--- config.mk ---
export PLATFORM = sky130hd
export DESIGN_NAME = uart_tx_frame
export DESIGN_NICKNAME = d
export VERILOG_FILES = /design/src/rtl/uart_pkg.sv /design/src/rtl/uart_baud_gen.sv /design/src/rtl/uart_tx_frame.sv
export SDC_FILE = /design/constraint.sdc
export NUM_CORES = 1
export LEC_CHECK = 0
export BUFFER_PORTS_ARGS = -buffer_cell sky130_fd_sc_hd__buf_2
export CORE_UTILIZATION = 57
export DETAILED_ROUTE_END_ITERATION = 8
export GPL_TIMING_DRIVEN = 0
export PLACE_DENSITY = 0.77
export SYNTH_ARGS = -nofsm -noshare
export SYNTH_HDL_FRONTEND = slang
export SYNTH_SLANG_ARGS = --single-unit
--- constraint.sdc ---
create_clock -name i_clk -period 3.25 [get_ports i_clk]
set_input_delay 0.325 -clock i_clk [delete_from_list [all_inputs] [get_ports i_clk]]
set_output_delay 0.325 -clock i_clk [all_outputs]
set_load 0.05 [all_outputs]
--- src/rtl/uart_pkg.sv ---
`default_nettype none
// ============================================================================
//  Module      : uart_pkg
//  Description : Shared UART constants, FSM state encoding and the baud
//                divider helper used by the transmit and receive framers.
//  Revision    : 1.0  initial release
// ============================================================================
package uart_pkg;

   localparam int PARITY_NONE = 0;
   localparam int PARITY_ODD  = 1;
   localparam int PARITY_EVEN = 2;

   typedef enum logic [2:0] {
      ST_IDLE   = 3'd0,
      ST_START  = 3'd1,
      ST_DATA   = 3'd2,
      ST_PARITY = 3'd3,
      ST_STOP   = 3'd4
   } uart_state_t;

   // Clocks per bit; a non-positive baud yields 0 so the caller's range check fires.
   function automatic int baud_div(input int clk_hz, input int baud);
      if (baud <= 0) return 0;
      return clk_hz / baud;
   endfunction

endpackage
`default_nettype wire

--- src/rtl/uart_baud_gen.sv ---
`default_nettype none
// ============================================================================
//  Module      : uart_baud_gen
//  Description : Bit-period counter. Counts 0..DIV-1 and wraps; o_tick marks
//                the last clock of each bit period. i_clear holds it at 0.
//  Revision    : 1.0  initial release
// ============================================================================
module uart_baud_gen #(
   parameter int DIV = 2
) (
   input  logic i_clk,
   input  logic i_rst,
   input  logic i_clear,
   output logic o_tick
);

   localparam int             CW     = $clog2(DIV);
   localparam logic [CW-1:0]  c_last = CW'(DIV - 1);
   localparam logic [CW-1:0]  c_one  = CW'(1);

   logic [CW-1:0] r_count;

   // Free-running bit-period counter, restarted whenever the framer is idle.
   always_ff @(posedge i_clk) begin
      if (i_rst || i_clear) begin
         r_count <= '0;
      end else if (r_count == c_last) begin
         r_count <= '0;
      end else begin
         r_count <= r_count + c_one;
      end
   end

   assign o_tick = (r_count == c_last);

endmodule
`default_nettype wire

--- src/rtl/uart_tx_frame.sv ---
`default_nettype none
// ============================================================================
//  Module      : uart_tx_frame
//  Description : UART transmitter. Sends start, DATA_BITS data bits LSB first,
//                optional parity and 1 or 2 stop bits, each DIV clocks long,
//                with a valid/ready word handshake. All outputs registered.
//  Revision    : 1.0  initial release
// ============================================================================
module uart_tx_frame
   import uart_pkg::*;
#(
   parameter int CLK_FREQ  = 50000000,
   parameter int BAUD_RATE = 9600,
   parameter int DATA_BITS = 8,
   parameter int PARITY    = 0,
   parameter int STOP_BITS = 1
) (
   input  logic                 i_clk,
   input  logic                 i_rst,
   input  logic                 i_valid,
   input  logic [DATA_BITS-1:0] i_data,
   output logic                 o_ready,
   output logic                 o_tx,
   output logic                 o_busy,
   output logic                 o_done
);

   localparam int            c_div       = baud_div(CLK_FREQ, BAUD_RATE);
   localparam int            BW          = $clog2(DATA_BITS + 1);
   localparam logic [BW-1:0] c_last_bit  = BW'(DATA_BITS - 1);
   localparam logic [BW-1:0] c_last_stop = BW'(STOP_BITS - 1);
   localparam logic [BW-1:0] c_one       = BW'(1);

   if (c_div < 2) begin : g_bad_div
      $error("uart_tx_frame: CLK_FREQ/BAUD_RATE must be at least 2");
   end
   if (DATA_BITS < 5 || DATA_BITS > 9) begin : g_bad_data_bits
      $error("uart_tx_frame: DATA_BITS must be in 5..9");
   end
   if (PARITY < 0 || PARITY > 2) begin : g_bad_parity
      $error("uart_tx_frame: PARITY must be 0, 1 or 2");
   end
   if (STOP_BITS != 1 && STOP_BITS != 2) begin : g_bad_stop_bits
      $error("uart_tx_frame: STOP_BITS must be 1 or 2");
   end

   uart_state_t          r_state;
   logic [DATA_BITS-1:0] r_shift;
   logic [BW-1:0]        r_bit_idx;
   logic                 r_parity;
   logic                 w_tick;
   logic                 w_accept;

   assign w_accept = i_valid && o_ready;

   // Bit timing restarts from zero on the accept edge because the counter is held while idle.
   uart_baud_gen #(
      .DIV (c_div)
   ) u_baud_gen (
      .i_clk   (i_clk),
      .i_rst   (i_rst),
      .i_clear (r_state == ST_IDLE),
      .o_tick  (w_tick)
   );

   // Frame sequencer: each state advances on a bit-period tick and drives the line for the next bit.
   always_ff @(posedge i_clk) begin
      if (i_rst) begin
         r_state   <= ST_IDLE;
         r_shift   <= '0;
         r_bit_idx <= '0;
         r_parity  <= 1'b0;
         o_tx      <= 1'b1;
         o_ready   <= 1'b1;
         o_busy    <= 1'b0;
         o_done    <= 1'b0;
      end else begin
         o_done <= 1'b0;
         case (r_state)
            ST_IDLE: begin
               if (w_accept) begin
                  r_shift   <= i_data;
                  // Parity is frozen with the word so later i_data changes cannot affect it.
                  r_parity  <= (PARITY == PARITY_EVEN) ? (^i_data) : (~^i_data);
                  r_bit_idx <= '0;
                  r_state   <= ST_START;
                  o_tx      <= 1'b0;
                  o_ready   <= 1'b0;
                  o_busy    <= 1'b1;
               end
            end
            ST_START: begin
               if (w_tick) begin
                  r_state   <= ST_DATA;
                  r_bit_idx <= '0;
                  o_tx      <= r_shift[0];
                  r_shift   <= r_shift >> 1;
               end
            end
            ST_DATA: begin
               if (w_tick) begin
                  if (r_bit_idx == c_last_bit) begin
                     r_bit_idx <= '0;
                     if (PARITY != PARITY_NONE) begin
                        r_state <= ST_PARITY;
                        o_tx    <= r_parity;
                     end else begin
                        r_state <= ST_STOP;
                        o_tx    <= 1'b1;
                     end
                  end else begin
                     r_bit_idx <= r_bit_idx + c_one;
                     o_tx      <= r_shift[0];
                     r_shift   <= r_shift >> 1;
                  end
               end
            end
            ST_PARITY: begin
               if (w_tick) begin
                  r_state   <= ST_STOP;
                  r_bit_idx <= '0;
                  o_tx      <= 1'b1;
               end
            end
            ST_STOP: begin
               if (w_tick) begin
                  if (r_bit_idx == c_last_stop) begin
                     r_state   <= ST_IDLE;
                     r_bit_idx <= '0;
                     o_tx      <= 1'b1;
                     o_ready   <= 1'b1;
                     o_busy    <= 1'b0;
                     o_done    <= 1'b1;
                  end else begin
                     r_bit_idx <= r_bit_idx + c_one;
                  end
               end
            end
            default: begin
               r_state <= ST_IDLE;
               o_tx    <= 1'b1;
               o_ready <= 1'b1;
               o_busy  <= 1'b0;
            end
         endcase
      end
   end

endmodule
`default_nettype wire

==> impl_metrics.csv, run 1 <==
group,metric,value,unit
route,post_drt_wl_per_cell,13.8,µm
sta,fin_setup_tns,0,ns
logic_synthesis,synth_ff_type,"sky130_fd_sc_hd__dfxtp_1",
critical_path,reg2regPathDepth,5,
route,drt-pass1-iter-count,4,
route,vias,1362,
cts,post_cts_buffers,0,
final_layout,fin_nets,215,
pwr,power-per-cell-area,450,nW/µm²
placed_design,place_congestion,0.879,
sta,fin_hold_ws,0.230,ns
critical_path,crit_fanout,10,
sta,min_period_over_period,0.794,
final_layout,drive_gt1_frac,0.153,
final_layout,design_area,1760,µm²
logic_synthesis,synth_cells,180,
logic_synthesis,synth_sequential_area_ratio,0.403,
logic_synthesis,synth_warnings,0,
critical_path,path_class,"reg2reg",
global_routing,first_global_vias,1319,
die,initial_core_util,0.624,
cts,clk-insertion-delay-late,0.34,ns
die,placement_rows,18,
cts,h-tree-depth,2,
logic_synthesis,synth-async-reset-ratio,0,
sta,final_critical_path_setup_slack,0.668,ns
final_layout,final_common_cell,"sky130_fd_sc_hd__dfxtp_1",
placed_design,dpl-instance-area,1700,µm²
die,fp.dieH,54.8,µm
cts,cts_root_buffer,"sky130_fd_sc_hd__clkbuf_4",
cts,tritoncts_num_sinks,32,
final_layout,final_cell_mix,"sky130_fd_sc_hd__dfxtp_1 (32), sky130_fd_sc_hd__nor2_1 (26), sky130_fd_sc_hd__a21oi_1 (15)",
sta,fmaxAchievable,387,MHz
route,routed_wirelength,3210,µm
status,status,"finished clean",
sta,setup_repair_after_global_routing_missed_its_margin,"no",
logic_synthesis,mappedNetlistNets,194,
critical_path,cp_data_arrival_time,2.78,ns
die,die-area,3000,µm²
global_routing,globalRouteOverflowTotal,0,
sta,worst-slew-pin-transition,0.894,ns
placed_design,io_port_bufs,14,
global_routing,maximum_number_of_pins_on_one_net_before_global_route_repair,11,
cts,post_cts_hold_buffer_count,0,
worst_hold_path,hp-class,"in2reg",
final_layout,flow.area_growth_from_synthesis,10.5,%
logic_synthesis,ys_seq_elements,32,
global_routing,initial_antenna_violation_count,0,
sta,timing.clock.skew,0.0196,ns
critical_path,crit_path_start_kind,"flip-flop",
die,die_w,54.8,µm
sta,report.final.hold_viol_count,0,
critical_path,worstPathRequired,3.45,ns
global_routing,wire_length_of_the_first_global_routing_pass,5320,µm
die,design.core.area,2540,µm²
placed_design,dp_worst_setup_slack,0.702,ns
worst_hold_path,hold_depth,2,
cts,cts-buffers-inserted,5,
logic_synthesis,number_of_distinct_library_cells_after_synthesis,42,
placed_design,dp_hpwl,2360,µm
cts,clockBufferDepth,2,
pwr,total_leakage_power,0.609,nW
cts,tritoncts,"built",
pwr,max_vdd_drop,0.307,mV
logic_synthesis,synth_enable_flop_cells,0,
die,ioPinCount,15,
route,antenna_violating_nets_post_route,0,
global_routing,grtUsageTotal,0.253,
route,via_per_inst,5.87,
cts,number_of_gates_resized_after_cts,0,
sta,report.final.setup_viol,0,
pwr,design_power_total,0.790,mW
sta,timing.final.max_slew_violations,0,
final_layout,total_inserted_antenna_cells,0,
logic_synthesis,mean_instance_size_in_the_synthesized_netlist,8.83,µm²
sta,relSlewSlack,0.402,
route,detail_route.iter0.violations,32,
sta,final.min_clock_period,2.58,ns
critical_path,cp-end-kind,"flip-flop",
route,drc,0,
job,maxCapViolations,0,
cts,clk_pin_slew_worst_paths,0.09,ns
logic_synthesis,synth.cell_area,1590,µm²
[stage by stage]
step / cells / util
2_1_floorplan: 180 / -
5_1_grt: 232 / 0.690
3_3_place_gp: 224 / 0.667
6_report: 232 / 0.690
3_5_place_dp: 224 / 0.667
4_1_cts: 232 / 0.690
[power by group]
part           total (mW)  leakage (nW)  switching [mW]  internal (mW)
sequential          0.425         0.261          0.0125          0.412
clock               0.238        0.0326           0.131          0.107
combinational       0.127         0.316          0.0769         0.0504
total               0.790         0.609           0.221          0.569
[area by class of cell]
class | count | area (µm²)
flip-flops and latches | 32 | 641
well taps | 30 | 37.5
multi-input cells | 136 | 896
repair buffers | 14 | 70.1
clock buffers | 8 | 58.8
fillers | 208 | 790
inverters | 5 | 18.8
plain buffers | 7 | 33.8
[cell families (layout without fill, tap and decap cells)]
kind of cell	Yosys count	after routing	synth area share
fa+ha+maj	3	3	0.0236
flops	32	32	0.403
simple gates	75	75	0.250
compound gates	39	39	0.177
xor+xnor	10	10	0.0551
mux	9	9	0.0575
buf+inv	12	34	0.0331
[critical path, stage by stage (launching register included)]
cell and delay [ns]:
sky130_fd_sc_hd__dfxtp_1 0.34, sky130_fd_sc_hd__or4b_4 0.56, sky130_fd_sc_hd__nor4_1 0.79, sky130_fd_sc_hd__or3_1 0.29, sky130_fd_sc_hd__clkbuf_1 0.37, sky130_fd_sc_hd__nor2_1 0.11
[state kept, by name, indices dropped and copies added, names as in the netlist]
| signal | cells |
|---|---|
| u_baud_gen.r_count | 13 |
| r_shift | 8 |
| r_bit_idx | 4 |
| r_state | 3 |
| o_busy | 1 |
| o_done | 1 |
| o_ready | 1 |
| o_tx | 1 |
[path summary, 6_finish.rpt]
path                                     start                          endpoint  slack, ns
max reg2reg  u_baud_gen.r_count[11]$_SDFF_PP0_  u_baud_gen.r_count[3]$_SDFF_PP0_       0.67
min                                    i_valid              o_ready$_SDFFE_PP1P_       0.23
max          u_baud_gen.r_count[11]$_SDFF_PP0_  u_baud_gen.r_count[3]$_SDFF_PP0_       0.67
min reg2reg   u_baud_gen.r_count[0]$_SDFF_PP0_  u_baud_gen.r_count[0]$_SDFF_PP0_       0.45
[Yosys cell counts, types with 5 or more instances]
library cell | number | share of area
sky130_fd_sc_hd__a211oi_1 | 6 | 0.028
sky130_fd_sc_hd__a21oi_1 | 15 | 0.047
sky130_fd_sc_hd__clkbuf_1 | 6 | 0.014
sky130_fd_sc_hd__dfxtp_1 | 32 | 0.40
sky130_fd_sc_hd__inv_1 | 5 | 0.012
sky130_fd_sc_hd__mux2i_1 | 8 | 0.050
sky130_fd_sc_hd__nand2_1 | 11 | 0.026
sky130_fd_sc_hd__nand3_1 | 7 | 0.022
sky130_fd_sc_hd__nor2_1 | 26 | 0.061
sky130_fd_sc_hd__o21ai_0 | 5 | 0.016
sky130_fd_sc_hd__xor2_1 | 6 | 0.033
[routing by layer]
metal	track usage	part of all wire	vias to the layer above
met5	0	0	-
li1	-	-	689
met2	0.482	0.49	17
met3	0.0833	0.032	5
met1	0.258	0.47	651
met4	0.0641	0.011	0
Power figures use the tool's default switching activity.
==> inputs of run 2 (changes only) <==
--- a/config.mk
+++ b/config.mk
@@ -6,10 +6,10 @@
 export NUM_CORES = 1
 export LEC_CHECK = 0
 export BUFFER_PORTS_ARGS = -buffer_cell sky130_fd_sc_hd__buf_2
-export CORE_UTILIZATION = 57
+export CORE_UTILIZATION = 52
 export DETAILED_ROUTE_END_ITERATION = 8
 export GPL_TIMING_DRIVEN = 0
-export PLACE_DENSITY = 0.77
+export PLACE_DENSITY = 0.74
 export SYNTH_ARGS = -nofsm -noshare
 export SYNTH_HDL_FRONTEND = slang
 export SYNTH_SLANG_ARGS = --single-unit
==> constraint.sdc (replaced) <==
create_clock -name i_clk -period 2.1 [get_ports i_clk]
set_input_delay 0.21 -clock i_clk [delete_from_list [all_inputs] [get_ports i_clk]]
set_output_delay 0.21 -clock i_clk [all_outputs]
set_load 0.05 [all_outputs]
==> run 2 against run 1 <==
  * The flow now finishes with violations (design-rule violations, negative setup slack)
  * Clock skew decreased by 0.010 ns
  * Fmax rose by 10%
  * Sequential share of layout area fell by 1.4 points
  * Total power grew 59%
  * Via count is the same
  * Critical endpoint is now r_shift[2]$_SDFFE_PP0P_
  * Highest routed layer unchanged
==> impl_metrics.csv, run 2 (synthesis gave the netlist of run 1 again) <==
group,metric,value,unit
cts,cts-buffers-inserted,5,
cts,clockBufferDepth,2,
cts,cts_root_buffer,"sky130_fd_sc_hd__clkbuf_4",
final_layout,drive_gt1_frac,0.249,
global_routing,wire_length_of_the_first_global_routing_pass,5440,µm
cts,h-tree-depth,2,
final_layout,total_inserted_antenna_cells,0,
sta,worst-slew-pin-transition,0.915,ns
job,maxCapViolations,0,
sta,final_critical_path_setup_slack,-0.246,ns
final_layout,layout.core_utilization,0.651,
die,design.core.area,2830,µm²
critical_path,setup.worst_path.start,"u_baud_gen.r_count[9]$_SDFF_PP0_",
cts,clk-insertion-delay-late,0.33,ns
placed_design,place_inst,225,
critical_path,worstPathRequired,2.35,ns
route,drc,2,
placed_design,io_port_bufs,14,
sta,min_period_over_period,1.12,
route,antenna_violating_nets_post_route,0,
die,ioPinCount,15,
status,failing_checks,"design-rule violations, negative setup slack",
critical_path,reg2regPathDepth,6,
sta,fmaxAchievable,426,MHz
critical_path,cp_data_arrival_time,2.59,ns
cts,clk_pin_slew_worst_paths,0.10,ns
critical_path,r2r-start,"u_baud_gen.r_count[9]$_SDFF_PP0_",
global_routing,first_global_vias,1259,
route,via_per_inst,5.77,
route,drt-pass1-iter-count,6,
cts,tritoncts_num_sinks,32,
die,die_w,57.3,µm
cts,tritoncts,"built",
global_routing,grtUsageTotal,0.214,
final_layout,final_cell_mix,"sky130_fd_sc_hd__dfxtp_1 (28), sky130_fd_sc_hd__nor2_1 (19), sky130_fd_sc_hd__a21oi_1 (15)",
die,initial_core_util,0.562,
sta,report.final.setup_viol,20,
critical_path,crit_path_start_kind,"flip-flop",
critical_path,ff2ff_setup_slack,-0.25,ns
route,routed_wirelength,3290,µm
sta,relSlewSlack,0.388,
worst_hold_path,hold_depth,2,
critical_path,crit_fanout,4,
sta,report.final.hold_viol_count,0,
final_layout,largest_register,"u_baud_gen.r_count",
sta,final.min_clock_period,2.35,ns
final_layout,layout_top_registers,"u_baud_gen.r_count x13, r_shift x8, r_bit_idx x4",
critical_path,path_class,"reg2reg",
critical_path,cp-end-kind,"flip-flop",
sta,setup_repair_after_global_routing_missed_its_margin,"yes",
critical_path,timing.rr.end,"r_shift[2]$_SDFFE_PP0P_",
route,detail_route.iter0.violations,60,
placed_design,dp_hpwl,2400,µm
worst_hold_path,timing.hold.worst.start,"i_valid",
sta,timing.clock.skew,0.00963,ns
status,status,"finished with violations",
global_routing,globalRouteOverflowTotal,0,
route,vias,1362,
global_routing,maximum_number_of_pins_on_one_net_before_global_route_repair,11,
die,placement_rows,19,
pwr,max_vdd_drop,0.415,mV
placed_design,dp_worst_setup_slack,-0.419,ns
route,post_drt_wl_per_cell,13.9,µm
pwr,total_leakage_power,0.635,nW
die,fp.dieH,57.3,µm
final_layout,largest_register_ffs,13,
final_layout,fin_nets,218,
final_layout,flow.area_growth_from_synthesis,15.9,%
sta,timing.final.max_slew_violations,0,
die,die-area,3280,µm²
final_layout,filler_cell_count,257,
pwr,power-per-cell-area,684,nW/µm²
worst_hold_path,timing.hold.worst_endpoint,"o_ready$_SDFFE_PP1P_",
placed_design,place_congestion,0.870,
global_routing,initial_antenna_violation_count,0,
final_layout,final_common_cell,"sky130_fd_sc_hd__dfxtp_1",
cts,post_cts_hold_buffer_count,0,
final_layout,final_cells,236,
worst_hold_path,hp-class,"in2reg",
## run 2: metrics by stage
| stage | total power, mW | TNS, ns | hold slack (ns) | instance area, µm² |
|---|---|---|---|---|
| after floorplan | 0.836 | -0.668 | 0.308 | 1610 |
| after CTS | 1.26 | -1.63 | 0.104 | 1830 |
| final | 1.26 | -2.21 | 0.109 | 1840 |
| after global routing | 1.32 | -4.48 | 0.122 | 1840 |
| after detailed placement | 0.885 | -6.80 | 0.433 | 1720 |
| after global placement | 0.876 | -5.99 | 0.431 | 1720 |
## run 2: layout make-up
type	count	area (µm²)	area share
multi-input cells	136	952	0.517
clock buffers	8	58.8	0.0319
inverters	5	18.8	0.0102
plain buffers	7	35.0	0.0190
well taps	31	38.8	0.0211
flip-flops and latches	32	646	0.351
repair buffers	17	92.6	0.0503
## run 2: layer usage
layer  wire (µm)  track usage  up-vias
met5           0            0        -
met4          42       0.0836        0
met3         127       0.0476        6
met2        1570        0.368       25
met1        1540        0.261      635
li1            -            -      696
## run 2: worst max path at each step
stage,slack (ns),cells past startpoint,endpoint
finish,-0.25,6,r_shift[2]$_SDFFE_PP0P_
global route,-0.34,6,r_shift[1]$_SDFFE_PP0P_
CTS,-0.18,6,r_shift[4]$_SDFFE_PP0P_
detailed placement,-0.42,5,u_baud_gen.r_count[4]$_SDFF_PP0_
global placement,-0.36,5,u_baud_gen.r_count[12]$_SDFF_PP0_
floorplan,-0.10,6,r_shift[4]$_SDFFE_PP0P_
## run 2: worst max-delay path: stages, from the launching register on
cell and delay (ns):
sky130_fd_sc_hd__dfxtp_2 0.34, sky130_fd_sc_hd__or4b_4 0.56, sky130_fd_sc_hd__or4_4 0.46, sky130_fd_sc_hd__a2111oi_4 0.47, sky130_fd_sc_hd__buf_4 0.21, sky130_fd_sc_hd__nor2_2 0.04
sky130_fd_sc_hd__a211oi_2 0.19
## run 2: repair_timing
action | CTS | global route
resized for setup | 7 | 6
pin swaps | 1 | 1
endpoints found under the setup margin | 24 | 27
setup buffers | 3 | 0
gates cloned | 0 | 0
## run 2: where the power goes
part / internal, mW / total, mW / switching [mW]
registers: 0.638 / 0.666 / 0.0274
logic: 0.0970 / 0.232 / 0.135
clock network: 0.165 / 0.361 / 0.196
==> inputs of run 3 (changes only) <==
--- a/config.mk
+++ b/config.mk
@@ -13,3 +13,4 @@
 export SYNTH_ARGS = -nofsm -noshare
 export SYNTH_HDL_FRONTEND = slang
 export SYNTH_SLANG_ARGS = --single-unit
+export TNS_END_PERCENT = 20
==> constraint.sdc (replaced) <==
create_clock -name i_clk -period 2.1 [get_ports i_clk]
set_input_delay 0.315 -clock i_clk [delete_from_list [all_inputs] [get_ports i_clk]]
set_output_delay 0.315 -clock i_clk [all_outputs]
set_load 0.05 [all_outputs]
==> run 3 against run 2 <==
  * The run still ends with design-rule violations, negative setup slack left
  * Global-route usage grew 0.89 points
  * Fmax up 1.2%
  * Critical path depth is the same
==> impl_metrics.csv, run 3 (synthesis gave the netlist of run 1 again) <==
group,metric,value,unit
pwr,swShare,0.292,
route,post_drt_wl_per_cell,13.7,µm
critical_path,cp-end-kind,"flip-flop",
die,fp.dieH,57.3,µm
critical_path,reg2regPathDepth,6,
worst_hold_path,hp-class,"in2reg",
cts,cts_root_buffer,"sky130_fd_sc_hd__clkbuf_4",
route,detail_route.iter0.violations,32,
sta,setup_repair_after_global_routing_missed_its_margin,"yes",
final_layout,filler_cell_count,247,
final_layout,largest_register,"u_baud_gen.r_count",
final_layout,flow.area_growth_from_synthesis,15.9,%
sta,final_critical_path_setup_slack,-0.218,ns
sta,timing.clock.skew,0.00686,ns
sta,min_period_over_period,1.10,
die,design.core.area,2830,µm²
critical_path,timing.critical_path.to,"r_shift[0]$_SDFFE_PP0P_",
final_layout,total_inserted_antenna_cells,0,
sta,fmaxAchievable,431,MHz
critical_path,timing.rr.end,"r_shift[0]$_SDFFE_PP0P_",
critical_path,cp_data_arrival_time,2.59,ns
global_routing,grtUsageTotal,0.223,
critical_path,crit_path_start_kind,"flip-flop",
route,antenna_violating_nets_post_route,0,
global_routing,wire_length_of_the_first_global_routing_pass,5560,µm
cts,tritoncts_num_sinks,32,
die,die_w,57.3,µm
sta,final.min_clock_period,2.32,ns
route,via_per_inst,5.91,
job,maxCapViolations,0,
pwr,cell_internal_pwr,0.895,mW
sta,fin_setup_tns,-2.23,ns
sta,relSlewSlack,0.620,
die,placement_rows,19,
critical_path,worstPathRequired,2.37,ns
critical_path,crit_fanout,4,
final_layout,fin_nets,218,
die,die-area,3280,µm²
status,status,"finished with violations",
route,vias,1394,
global_routing,globalRouteOverflowTotal,0,
placed_design,place_inst,225,
critical_path,path_class,"reg2reg",
cts,clk_pin_slew_worst_paths,0.10,ns
placed_design,place_congestion,0.883,
cts,h-tree-depth,2,
die,ioPinCount,15,
critical_path,ff2ff_setup_slack,-0.22,ns
final_layout,final_cell_mix,"sky130_fd_sc_hd__dfxtp_1 (29), sky130_fd_sc_hd__nor2_1 (21), sky130_fd_sc_hd__a21oi_1 (15)",
final_layout,final_common_cell,"sky130_fd_sc_hd__dfxtp_1",
placed_design,io_port_bufs,14,
critical_path,r2r-start,"u_baud_gen.r_count[9]$_SDFF_PP0_",
cts,clockBufferDepth,2,
die,initial_core_util,0.562,
final_layout,drive_gt1_frac,0.239,
pwr,power.combinational.fraction,0.177,
cts,cts-buffers-inserted,5,
cts,tritoncts,"built",
critical_path,setup.worst_path.start,"u_baud_gen.r_count[9]$_SDFF_PP0_",
global_routing,first_global_vias,1302,
route,drc,2,
sta,fin_hold_ws,0.183,ns
pwr,power-per-cell-area,686,nW/µm²
pwr,pwr-share-seq,0.524,
global_routing,initial_antenna_violation_count,0,
worst_hold_path,hold_depth,2,
sta,report.final.setup_viol,22,
global_routing,maximum_number_of_pins_on_one_net_before_global_route_repair,11,
route,routed_wirelength,3230,µm
placed_design,dp_worst_setup_slack,-0.405,ns
sta,worst-slew-pin-transition,0.570,ns
pwr,switchingPower,0.369,mW
final_layout,final_cells,236,
cts,clk-insertion-delay-late,0.35,ns
pwr,max_vdd_drop,0.552,mV
sta,report.final.hold_viol_count,0,
route,drt-pass1-iter-count,6,
pwr,total_leakage_power,0.635,nW
pwr,clockPowerShare,0.299,
status,failing_checks,"design-rule violations, negative setup slack",
final_layout,layout_top_registers,"u_baud_gen.r_count x13, r_shift x8, r_bit_idx x4",
placed_design,dp_hpwl,2300,µm
pwr,design_power_total,1.26,mW
final_layout,largest_register_ffs,13,
sta,timing.final.max_slew_violations,0,
[run 3: cell types whose count changed in the layout (fill, tap and decap cells not counted)]
cell / before / now
sky130_fd_sc_hd__nor2_2: 4 / 2
sky130_fd_sc_hd__nor2_1: 19 / 21
sky130_fd_sc_hd__dfxtp_1: 28 / 29
sky130_fd_sc_hd__nor4bb_1: 1 / 0
sky130_fd_sc_hd__dfxtp_2: 4 / 3
sky130_fd_sc_hd__nor4bb_2: 0 / 1
[run 3: per-layer routing]
layer / wire length, µm / global-route usage / vias up
met2: 1510 / 0.338 / 27
met3: 117 / 0.0544 / 14
li1: - / - / 693
met5: 0 / 0 / -
met1: 1500 / 0.278 / 660
met4: 106 / 0.160 / 0
[run 3: worst min path at each step]
stage                                                start                                to  slack, ns
after floorplan                                    i_valid              o_ready$_SDFFE_PP1P_       0.41
after global placement    u_baud_gen.r_count[0]$_SDFF_PP0_  u_baud_gen.r_count[0]$_SDFF_PP0_       0.43
after detailed placement  u_baud_gen.r_count[0]$_SDFF_PP0_  u_baud_gen.r_count[0]$_SDFF_PP0_       0.44
after CTS                                          i_valid              o_ready$_SDFFE_PP1P_       0.18
after global routing                               i_valid              o_ready$_SDFFE_PP1P_       0.19
final                                              i_valid              o_ready$_SDFFE_PP1P_       0.18
[run 3: through the flow]
stage          instance area, µm²   util
2_1_floorplan                1610      -
3_3_place_gp                 1720  0.609
3_5_place_dp                 1720  0.609
4_1_cts                      1800  0.635
5_1_grt                      1840  0.651
6_report                     1840  0.651
[run 3: timing repair]
action	in CTS	in global routing
setup endpoints to repair	24	27
buffers inserted	1	2
pin swaps	1	2
hold buffers	0	0
cloned	0	0
gates resized for setup	2	9
[run 3: power by group through the flow]
| stage | sequential [mW] | clock (mW) | combinational [mW] |
|---|---|---|---|
| 2_1_floorplan | 0.696 | 0 | 0.140 |
| 3_3_place_gp | 0.674 | 0 | 0.201 |
| 3_5_place_dp | 0.677 | 0 | 0.205 |
| 4_1_cts | 0.662 | 0.385 | 0.212 |
| 5_1_grt | 0.667 | 0.402 | 0.242 |
| 6_report | 0.663 | 0.377 | 0.224 |
[run 3: cell type report]
class | count | area (µm²) | area share
multi-input combinational | 136 | 953 | 0.518
buffer | 7 | 35.0 | 0.0190
inverter | 5 | 18.8 | 0.0102
clock buffer | 8 | 58.8 | 0.0319
timing repair buffer | 17 | 92.6 | 0.0503
sequential | 32 | 644 | 0.350
tap | 31 | 38.8 | 0.0211
[run 3: worst max-delay path: stages, from the launching register on]
cell and delay, ns:
sky130_fd_sc_hd__dfxtp_2 0.33, sky130_fd_sc_hd__or4b_4 0.57, sky130_fd_sc_hd__or4_4 0.46, sky130_fd_sc_hd__a2111oi_4 0.45, sky130_fd_sc_hd__buf_4 0.20, sky130_fd_sc_hd__nor2_1 0.05
sky130_fd_sc_hd__a211oi_2 0.18
